[src/rtl/rgb2gray_stream.sv]
`timescale 1ns/1ps
// rgb2gray_stream: serial RGB-to-gray converter.
// Three colour components per pixel arrive one per handshake. They are
// weighted and summed into an accumulator, and the sum is scaled by 1/256
// into a held result with a valid/ready output handshake. A frame of
// pix_count_i pixels starts with a one-cycle start_i pulse, and done_o
// pulses when the frame ends.
// Optional feature macro: RGB2GRAY_ROUND_EN (round-half-up instead of truncate).
module rgb2gray_stream #(
  parameter int DATA_W   = 8,
  parameter int CNT_W    = 16,
  parameter int COEF_R   = 77,
  parameter int COEF_G   = 150,
  parameter int COEF_B   = 29,
  parameter int CH_ORDER = 0
) (
  input  logic              clk_i,
  input  logic              rst_i,
  input  logic              start_i,
  input  logic [CNT_W-1:0]  pix_count_i,
  input  logic [DATA_W-1:0] RgbColor_i,
  input  logic              comp_valid_i,
  output logic              ready_o,
  output logic [DATA_W-1:0] GrayColor_o,
  output logic              valid_o,
  input  logic              ready_i,
  output logic              busy_o,
  output logic              done_o
);

  localparam int ACC_W = DATA_W + 9;

  // Weight for each serial position; the first and last positions swap
  // between red and blue depending on the input component order.
  localparam logic [7:0] W0 = (CH_ORDER == 0) ? 8'(COEF_R) : 8'(COEF_B);
  localparam logic [7:0] W1 = 8'(COEF_G);
  localparam logic [7:0] W2 = (CH_ORDER == 0) ? 8'(COEF_B) : 8'(COEF_R);

  // The weights must form a unity gain of 256 so the >>8 scaling is exact.
  if (COEF_R + COEF_G + COEF_B != 256) begin : g_coef_sum_check
    $error("rgb2gray_stream: COEF_R + COEF_G + COEF_B must equal 256");
  end
  if (CH_ORDER != 0 && CH_ORDER != 1) begin : g_order_check
    $error("rgb2gray_stream: CH_ORDER must be 0 or 1");
  end

  typedef enum logic [1:0] {IDLE, C0, C1, C2} state_t;

  state_t             state;
  logic [ACC_W-1:0]   acc_p0;
  logic [CNT_W-1:0]   cnt;
  logic [CNT_W-1:0]   cnt_dec;
  logic [7:0]         comp_w;
  logic [ACC_W-1:0]   comp_prod;
  logic [ACC_W-1:0]   acc_sum;
  logic               accept;

  // Weighted value of one component, widened to the accumulator width.
  function automatic logic [ACC_W-1:0] weigh(input logic [DATA_W-1:0] c,
                                             input logic [7:0]        w);
    return ACC_W'(c) * ACC_W'(w);
  endfunction

  // Scale the weighted sum by 1/256 (optionally rounding) and clamp to full scale.
  function automatic logic [DATA_W-1:0] round_sat(input logic [ACC_W-1:0] sum);
    logic [ACC_W-1:0]  adj;
    logic [DATA_W:0]   q;
`ifdef RGB2GRAY_ROUND_EN
    adj = sum + ACC_W'(128);
`else
    adj = sum;
`endif
    q = adj[ACC_W-1:8];
    if (q > {1'b0, {DATA_W{1'b1}}}) begin
      return {DATA_W{1'b1}};
    end
    return q[DATA_W-1:0];
  endfunction

  // Handshake decode and per-position weighting of the incoming component.
  always_comb begin
    busy_o  = (state != IDLE);
    ready_o = busy_o && (!valid_o || ready_i);
    accept  = comp_valid_i && ready_o;
    comp_w  = W2;
    if (state == C0) begin
      comp_w = W0;
    end else if (state == C1) begin
      comp_w = W1;
    end
    comp_prod = weigh(RgbColor_i, comp_w);
    acc_sum   = acc_p0 + comp_prod;
    cnt_dec   = cnt - CNT_W'(1);
  end

  // Frame FSM: component accumulation, result register and frame counter.
  always_ff @(posedge clk_i) begin
    if (!rst_i) begin
      state       <= IDLE;
      acc_p0      <= '0;
      cnt         <= '0;
      GrayColor_o <= '0;
      valid_o     <= 1'b0;
      done_o      <= 1'b0;
    end else begin
      done_o <= 1'b0;
      if (valid_o && ready_i) begin
        valid_o <= 1'b0;
      end
      case (state)
        IDLE: begin
          if (start_i) begin
            cnt <= pix_count_i;
            if (pix_count_i == '0) begin
              done_o <= 1'b1;
            end else begin
              state <= C0;
            end
          end
        end
        C0: begin
          if (accept) begin
            acc_p0 <= comp_prod;
            state  <= C1;
          end
        end
        C1: begin
          if (accept) begin
            acc_p0 <= acc_sum;
            state  <= C2;
          end
        end
        C2: begin
          if (accept) begin
            acc_p0      <= acc_sum;
            GrayColor_o <= round_sat(acc_sum);
            valid_o     <= 1'b1;
            cnt         <= cnt_dec;
            if (cnt_dec == '0) begin
              state  <= IDLE;
              done_o <= 1'b1;
            end else begin
              state <= C0;
            end
          end
        end
        default: state <= IDLE;
      endcase
    end
  end

endmodule

[config.mk]
export PLATFORM = sky130hd
export DESIGN_NAME = rgb2gray_stream
export DESIGN_NICKNAME = d
export VERILOG_FILES = /design/src/rtl/rgb2gray_stream.sv
export SDC_FILE = /design/constraint.sdc
export NUM_CORES = 1
export LEC_CHECK = 0
export CORE_MARGIN = 5
export CORE_UTILIZATION = 40
export DETAILED_ROUTE_END_ITERATION = 6
export GPL_ROUTABILITY_DRIVEN = 0
export GPL_TIMING_DRIVEN = 0
export PLACE_DENSITY = 0.56
export SYNTH_ARGS = -nofsm -noshare
export SYNTH_HDL_FRONTEND = slang
export SYNTH_SLANG_ARGS = --single-unit
[constraint.sdc]
create_clock -name clk_i -period 8.1 [get_ports clk_i]
set_clock_uncertainty 0.15 [all_clocks]
set_input_delay 1.62 -clock clk_i [delete_from_list [all_inputs] [get_ports clk_i]]
set_output_delay 1.62 -clock clk_i [all_outputs]
set_load 0.05 [all_outputs]
==> impl_metrics.yaml, run 1 <==
clock_network:
  cts_tree: "done"
  clock-sinks: 45
  cts_hold_buf: 0
  insertion_delay_ns: 0.30
  root_buffer: "clkbuf_16"
  clk_pin_slew_ns: 0.06
  cts_buffers: 5
  cts_max_path_buffers: 2
  htree_num_levels: 2
detailed_routing:
  antenna_left: 0
  drc: 0
  viasPerCell: 5.70
  drt-initial-drc-count: 371
  dr.pass1.iters: 5
  vias: 5119
  avgRoutedWirePerCell_um: 17.0
  finalWirelength_um: 15300
floorplan:
  die_w_um: 126
  die_y_um: 126
  rows: 42
  ios: 41
  die_area_um2: 15800
  core_region_area_um2: 13100
  start_util_pct: 40.6
logic_synthesis:
  yosys.area_share.xor_xnor_pct: 3.61
  syn_avg_cell_area_um2: 7.93
  synthAdderAreaFrac_pct: 26.4
  synthSimpleGateAreaFrac_pct: 20.7
  synth-edff-count: 0
  ys_seq_area_share_pct: 16.9
  ys.warnings.count: 0
  yosys-top-cells-area: "dfxtp_1, ha_1, fa_1, inv_1, a21oi_1"
  synth.mux.area_fraction_pct: 2.16
  synth_top_cell_area_share_pct: 16.9
  syn-num-nets: 798
  ys_types: 66
  netlist_area_um2: 5340
  synthArstFlopShare_pct: 0
  synth-seq-cells: 45
  synth.largest_area_cell: "dfxtp_1"
  synth_top_family_by_area: "adder cells"
  synthCells: 673
  synth_compound_area_share_pct: 22.8
  synth-main-ff-cell: "dfxtp_1"
sta:
  fmax_mhz: 129
  finalCritPeriodShare_pct: 95.7
  layout_min_cycle_time_ns: 7.75
  hold_viol_final: 0
  maxSlewViolCount: 0
  rsz0062_at_grt: "false"
  relSlewSlack_pct: 43.8
  setup_viol: 0
  fin_setup_tns_ns: 0
  tightest_slew_ns: 0.841
grt:
  gr-usage-all-layers_pct: 19.2
  grt-ovfl-total: 0
  antenna_found_initial: 0
  grt_pass1_wl_um: 25100
  grt_pass1_vias: 4857
  grt_max_degree: 14
worst_setup_path:
  path_cells: "clkdlybuf4s50_1 -> nand2b_1 -> fa_1 -> fa_1 -> inv_1 -> fa_1 -> inv_1 -> fa_1 -> inv_1 -> ha_1 -> o21ai_0 -> nor3b_1 -> o22ai_1 -> xor2_1 -> inv_1 -> ha_1 -> clkbuf_1 -> a21oi_2 -> o21bai_1 -> a221oi_1 -> o31ai_2 -> mux2_2 -> o221a_2"
  cp_max_fo: 9
  cp.buffers_inverters: 6
  cp_top_family: "adder cells"
  reg2reg_slack_ns: 1.00
  critPathLaunchType: "primary input"
  critPathKind: "in2reg"
  slowest_stage: "clkdlybuf4s50_1"
  endpoint_kind: "flop"
  slowest_delay_ns: 0.58
  cp.arrival_ns: 7.78
  crit_required_ns: 8.13
layout:
  drive_gt1_share_pct: 6.23
  final_cell_mix: "inv_1, ha_1, nor2_1"
  finish.instance_area_um2: 6170
  fin_util_pct: 47.0
  n_antenna_cell: 0
  fin_cells: 898
  fin_nets: 846
  final_common_cell: "inv_1"
  area_delta_synth_final_pct: 15.6
min_path:
  min_path_type: "reg2reg"
placement:
  place_area_um2: 5960
  dp.cells: 889
  dpl.hpwl_um: 12000
  io_buffers: 40
run:
  drv_cap: 0
outcome:
  status: "complete, no violations"
cell type report:
cell class / count / area (um^2)
Fill cell: 1308 / 6970
Multi-Input combinational cell: 524 / 4070
Sequential cell: 45 / 901
Timing Repair Buffer: 41 / 408
Inverter: 74 / 278
Tap cell: 176 / 220
Clock buffer: 7 / 143
Buffer: 30 / 123
Clock inverter: 1 / 30.0
state kept, by name, indices dropped and copies added, names as in the netlist:
signal,flops
cnt,16
valid_o,1
state,2
GrayColor_o,8
acc_p0,17
done_o,1
cell usage after synthesis (all sizes together), types with 12 or more instances:
master,count
o21ai,43
fa,28
and2,21
xnor2,14
inv,74
dfxtp,45
nor2,51
clkbuf,26
a21oi,49
nand2b,13
nand2,42
ha,68
nor3,14
a211oi,12
what timing repair did:
item / CTS / global route
buffers inserted: 0 / 1
resized for setup: 0 / 10
endpoints found under the setup margin: 0 / 11
worst register-to-register path: stages, from the launching register on:
cell	delay (ns)
dfxtp_1	0.38
inv_1	0.21
ha_1	0.18
clkbuf_1	0.41
nand2b_1	0.22
inv_1	0.06
fa_1	0.50
fa_1	0.44
fa_1	0.56
inv_1	0.08
fa_1	0.53
inv_1	0.04
ha_1	0.24
or4_1	0.55
o22ai_2	0.21
o21bai_1	0.14
xnor2_1	0.30
inv_1	0.09
ha_1	0.35
inv_1	0.07
o21bai_1	0.07
a221oi_1	0.37
o31ai_2	0.18
mux2_2	0.39
o221a_2	0.28
cells by family (layout without fill, tap and decap cells):
| group | Yosys count | count (layout) |
|---|---|---|
| compound gates | 185 | 185 |
| fa+ha+maj | 96 | 96 |
| xor+xnor | 22 | 22 |
| simple gates | 210 | 210 |
| mux | 11 | 11 |
| flops | 45 | 45 |
| buf+inv | 104 | 153 |
final timing paths:
kind / start / end / depth (start not counted)
worst max-delay path: RgbColor_i[5] / GrayColor_o[7]$_SDFFE_PN0P_ / 23
worst max register to register: state[0]$_SDFFE_PN0P_ / GrayColor_o[7]$_SDFFE_PN0P_ / 24
worst min-delay path: acc_p0[2]$_SDFFE_PN0P_ / acc_p0[2]$_SDFFE_PN0P_ / 2
worst min register to register: acc_p0[2]$_SDFFE_PN0P_ / acc_p0[2]$_SDFFE_PN0P_ / 2
per-stage QoR:
| stage | worst slack (ns) | hold WS [ns] |
|---|---|---|
| 6_report | 0.351 | 0.322 |
| 5_1_grt | 0.00595 | 0.359 |
| 4_1_cts | 0.0537 | 0.316 |
| 3_5_place_dp | -0.209 | 0.305 |
| 3_3_place_gp | -0.169 | 0.299 |
| 2_1_floorplan | 1.12 | 0.286 |
routing by layer:
metal / part of all wire, % / vias up / track usage, %
met2: 47 / 137 / 31.4
li1: - / 2481 / -
met4: 0.76 / 0 / 3.25
met1: 48 / 2486 / 27.1
met3: 4.5 / 15 / 3.07
met5: 0 / - / 0
Power of run 1 is left out: the tool's default activity adds up to more than one toggle a clock period on the data nets, which glitch-free logic cannot reach.
==> inputs of run 2 (changes only) <==
--- a/config.mk
+++ b/config.mk
@@ -5,6 +5,7 @@
 export SDC_FILE = /design/constraint.sdc
 export NUM_CORES = 1
 export LEC_CHECK = 0
+export CORE_ASPECT_RATIO = 0.75
 export CORE_MARGIN = 5
 export CORE_UTILIZATION = 40
 export DETAILED_ROUTE_END_ITERATION = 6
==> constraint.sdc (replaced) <==
create_clock -name clk_i -period 9.85 [get_ports clk_i]
set_clock_uncertainty 0.15 [all_clocks]
set_input_delay 1.97 -clock clk_i [delete_from_list [all_inputs] [get_ports clk_i]]
set_output_delay 1.97 -clock clk_i [all_outputs]
set_load 0.05 [all_outputs]
==> run 2 against run 1 <==
  * Non-clock buffer count shrank 1
  * Final area shrank 0.75%
  * Sequential cell count is the same
  * Utilization grew 0.078 points
  * Hold slack lost 0.0061 ns
  * Register-to-register slack gained 1.5 ns
  * Count of clock-buffer cells in the layout shrank 2
  * First-iteration DRC count grew 11%
  * Global-route usage grew 0.72 points
  * Final cell count shrank 0.67%
  * Via count shrank 1.7%
  * Critical endpoint is now GrayColor_o[3]$_SDFFE_PN0P_
==> impl_metrics.yaml, run 2 (synthesis gave the netlist of run 1 again) <==
worst_setup_path:
  slowest_stage: "fa_1"
  crit_required_ns: 9.89
  slowest_delay_ns: 0.55
  cp.arrival_ns: 8.49
  cp_max_fo: 9
  cp.buffers_inverters: 5
  endpoint_kind: "flop"
  cp_top_family: "adder cells"
  critPathKind: "in2reg"
  critPathLaunchType: "primary input"
clock_network:
  cts_resized: 0
  clk_pin_slew_ns: 0.07
  clock-sinks: 45
  htree_num_levels: 2
  root_buffer: "clkbuf_16"
  cts_tree: "done"
  cts_buffers: 5
  insertion_delay_ns: 0.30
  cts_max_path_buffers: 2
  cts_hold_buf: 0
  cts_setup_buffers: 0
floorplan:
  core_region_area_um2: 13000
  die_w_um: 143
  rows: 36
  start_util_pct: 41.0
  die_area_um2: 15800
  die_y_um: 110
  ios: 41
placement:
  dpl.hpwl_um: 12300
  io_buffers: 40
  place_area_um2: 5950
  post-place-ws_ns: 1.20
sta:
  rsz0062_at_grt: "false"
  setup_viol: 0
  maxSlewViolCount: 0
  whs_ns: 0.316
  hold_viol_final: 0
  finalCritPeriodShare_pct: 85.9
  tightest_slew_ns: 0.866
  fmax_mhz: 118
  relSlewSlack_pct: 42.1
  layout_min_cycle_time_ns: 8.46
  fin_setup_tns_ns: 0
  setup_ws_ns: 1.39
layout:
  n_antenna_cell: 0
  area_delta_synth_final_pct: 14.7
  largest_reg_flops: 17
  fillCellCount: 1264
  fin_nets: 845
  multiInputGateArea_um2: 4040
  final_common_cell: "inv_1"
  drive_gt1_share_pct: 5.13
  largestRegisters: "acc_p0 (17), cnt (16), GrayColor_o (8)"
  finish.instance_area_um2: 6120
  final_cell_mix: "inv_1, ha_1, nor2_1"
  largest-register: "acc_p0"
  ff_latch_area_um2: 901
detailed_routing:
  finalWirelength_um: 15400
  dr.pass1.iters: 5
  avgRoutedWirePerCell_um: 17.3
  drt-initial-drc-count: 410
  viasPerCell: 5.64
  drc: 0
  vias: 5030
  antenna_left: 0
grt:
  grt-ovfl-total: 0
  grt_pass1_vias: 4649
  grt_pass1_wl_um: 25100
  gr-usage-all-layers_pct: 19.9
  grt_max_degree: 16
  antenna_found_initial: 0
outcome:
  status: "complete, no violations"
min_path:
  min_path_type: "reg2reg"
run:
  drv_cap: 0
==> run 2: worst paths after layout <==
check,endpoint,start,slack (ns),cells past startpoint
worst max-delay path,GrayColor_o[3]$_SDFFE_PN0P_,RgbColor_i[3],1.39,25
worst min-delay path,acc_p0[2]$_SDFFE_PN0P_,acc_p0[2]$_SDFFE_PN0P_,0.32,2
worst min register to register,acc_p0[2]$_SDFFE_PN0P_,acc_p0[2]$_SDFFE_PN0P_,0.32,2
worst max register to register,GrayColor_o[3]$_SDFFE_PN0P_,state[0]$_SDFFE_PN0P_,2.46,26
==> run 2: cell type report <==
| class | count | share of cell area [%] |
|---|---|---|
| multi-input combinational | 524 | 65.9 |
| inverter | 74 | 4.54 |
| timing repair buffer | 40 | 6.54 |
| sequential | 45 | 14.7 |
| clock inverter | 3 | 0.756 |
| tap | 171 | 3.49 |
| buffer | 30 | 2.00 |
| clock buffer | 5 | 2.04 |
==> run 2: worst min-delay path, delay by kind of cell (launching register included) <==
| kind | cells | cell delay (ns) |
|---|---|---|
| AO/OA/AOI/OAI | 1 | 0.05 |
| AND/OR/NAND/NOR | 1 | 0.05 |
| flip-flops | 1 | 0.32 |
==> run 2: metrics by stage <==
stage               util, %  std cells
CTS                    47.0        892
finish                 47.0        892
global placement       45.7        884
floorplan                 -        673
global route           47.0        892
detailed placement     45.7        884
==> run 2: layer usage <==
| metal | global-route usage (%) | vias to the layer above | wire length [um] | part of all wire (%) |
|---|---|---|---|---|
| met1 | 31.6 | 2357 | 8090 | 52 |
| li1 | - | 2480 | - | - |
| met2 | 27.4 | 178 | 6130 | 40 |
| met5 | 0 | - | 0 | 0 |
| met4 | 3.83 | 0 | 159 | 1.0 |
| met3 | 3.97 | 15 | 1070 | 6.9 |
Power of run 2 is left out for the same reason.
==> inputs of run 3 (changes only) <==
--- a/config.mk
+++ b/config.mk
@@ -12,6 +12,7 @@
 export GPL_ROUTABILITY_DRIVEN = 0
 export GPL_TIMING_DRIVEN = 0
 export PLACE_DENSITY = 0.56
+export SLEW_MARGIN = 40
 export SYNTH_ARGS = -nofsm -noshare
 export SYNTH_HDL_FRONTEND = slang
 export SYNTH_SLANG_ARGS = --single-unit
==> run 3 against run 2 <==
  * Sequential cell count unchanged
  * Routed wire length about the same
  * Fmax increased by 0.13%
  * Final cell count unchanged
  * Critical path type unchanged
==> impl_metrics.yaml, run 3 (synthesis gave the netlist of run 1 again) <==
outcome:
  status: "complete, no violations"
sta:
  tightest_slew_ns: 0.854
  fin_setup_tns_ns: 0
  finalCritPeriodShare_pct: 85.8
  fmax_mhz: 118
  rsz0062_at_grt: "false"
  relSlewSlack_pct: 42.8
  layout_min_cycle_time_ns: 8.45
  setup_viol: 0
  maxSlewViolCount: 0
  hold_viol_final: 0
layout:
  final_common_cell: "inv_1"
  fin_util_pct: 47.1
  final_cell_mix: "inv_1, ha_1, nor2_1"
  fin_nets: 845
  n_antenna_cell: 0
  largest_reg_flops: 17
  largest-register: "acc_p0"
  largestRegisters: "acc_p0 (17), cnt (16), GrayColor_o (8)"
  drive_gt1_share_pct: 5.27
  area_delta_synth_final_pct: 14.8
placement:
  io_buffers: 40
  dpl.hpwl_um: 12300
floorplan:
  die_w_um: 143
  start_util_pct: 41.0
  ios: 41
  core_region_area_um2: 13000
  rows: 36
  die_area_um2: 15800
  die_y_um: 110
worst_setup_path:
  reg2reg_slack_ns: 2.48
  critPathLaunch: "RgbColor_i[3]"
  critPathKind: "in2reg"
  crit_required_ns: 9.89
  cp.arrival_ns: 8.48
  endpoint_kind: "flop"
  reg2reg_depth: 26
  r2r-end: "GrayColor_o[3]$_SDFFE_PN0P_"
  critPathLaunchType: "primary input"
  reg2reg_from: "state[0]$_SDFFE_PN0P_"
  cp_max_fo: 9
  endpoint: "GrayColor_o[3]$_SDFFE_PN0P_"
clock_network:
  cts_max_path_buffers: 2
  cts_hold_buf: 0
  clk_pin_slew_ns: 0.07
  cts_buffers: 5
  cts_tree: "done"
  clock-sinks: 45
  cts_resized: 0
  root_buffer: "clkbuf_16"
  htree_num_levels: 2
  insertion_delay_ns: 0.30
  cts_setup_buffers: 0
detailed_routing:
  finalWirelength_um: 15400
  vias: 5067
  dr.pass1.iters: 5
  viasPerCell: 5.68
  drt-initial-drc-count: 402
  avgRoutedWirePerCell_um: 17.3
  antenna_left: 0
  drc: 0
min_path:
  min_path_type: "reg2reg"
grt:
  grt_pass1_wl_um: 25100
  grt-ovfl-total: 0
  gr-usage-all-layers_pct: 19.9
  antenna_found_initial: 0
  grt_pass1_vias: 4649
  grt_max_degree: 16
run:
  drv_cap: 0
[run 3: through the flow]
| step | hold WS (ns) | worst slack [ns] | cell area [um^2] | std cells |
|---|---|---|---|---|
| after floorplan | 0.286 | 2.52 | 5340 | 673 |
| after global placement | 0.295 | 1.18 | 5950 | 884 |
| after detailed placement | 0.314 | 1.20 | 5950 | 884 |
| after CTS | 0.320 | 1.48 | 6120 | 892 |
| after global routing | 0.340 | 1.02 | 6130 | 892 |
| final | 0.314 | 1.40 | 6130 | 892 |
[run 3: layout make-up]
type	count	area, um^2
clock buffer	5	125
multi-input combinational	524	4040
timing repair buffer	40	400
fill	1263	6890
buffer	30	123
sequential	45	901
clock inverter	3	46.3
inverter	74	278
tap	171	214
[run 3: worst min-delay path by stage]
stage                             endpoint                   start  cells after the start
finish              acc_p0[2]$_SDFFE_PN0P_  acc_p0[2]$_SDFFE_PN0P_                      2
global route        acc_p0[2]$_SDFFE_PN0P_  acc_p0[2]$_SDFFE_PN0P_                      2
CTS                 acc_p0[2]$_SDFFE_PN0P_  acc_p0[2]$_SDFFE_PN0P_                      2
detailed placement  acc_p0[2]$_SDFFE_PN0P_  acc_p0[2]$_SDFFE_PN0P_                      2
global placement    acc_p0[2]$_SDFFE_PN0P_  acc_p0[2]$_SDFFE_PN0P_                      2
floorplan           acc_p0[2]$_SDFFE_PN0P_  acc_p0[2]$_SDFFE_PN0P_                      2
[run 3: worst max-delay path: stages]
cell and delay, ns:
clkdlybuf4s50_1 0.50, inv_1 0.09, nor2_1 0.18, xnor2_1 0.13, ha_1 0.19, a21oi_1 0.20, fa_1 0.47, fa_1 0.48
fa_1 0.55, inv_1 0.04, ha_1 0.33, o21ai_0 0.12, o21ai_0 0.37, nor3b_1 0.24, o22ai_1 0.13, xor2_1 0.24
inv_1 0.07, ha_1 0.27, clkbuf_1 0.22, a21oi_1 0.34, o21bai_1 0.12, a221oi_1 0.30, o31ai_1 0.21, mux2_2 0.41
o221a_2 0.28
[run 3: per-layer routing]
layer | share of wire [%] | vias to the layer above | global-route usage, %
li1 | - | 2480 | -
met1 | 53 | 2383 | 31.6
met2 | 40 | 189 | 27.4
met3 | 6.5 | 15 | 3.97
met4 | 1.0 | 0 | 3.83
met5 | 0 | - | 0
Power of run 3 is left out for the same reason.
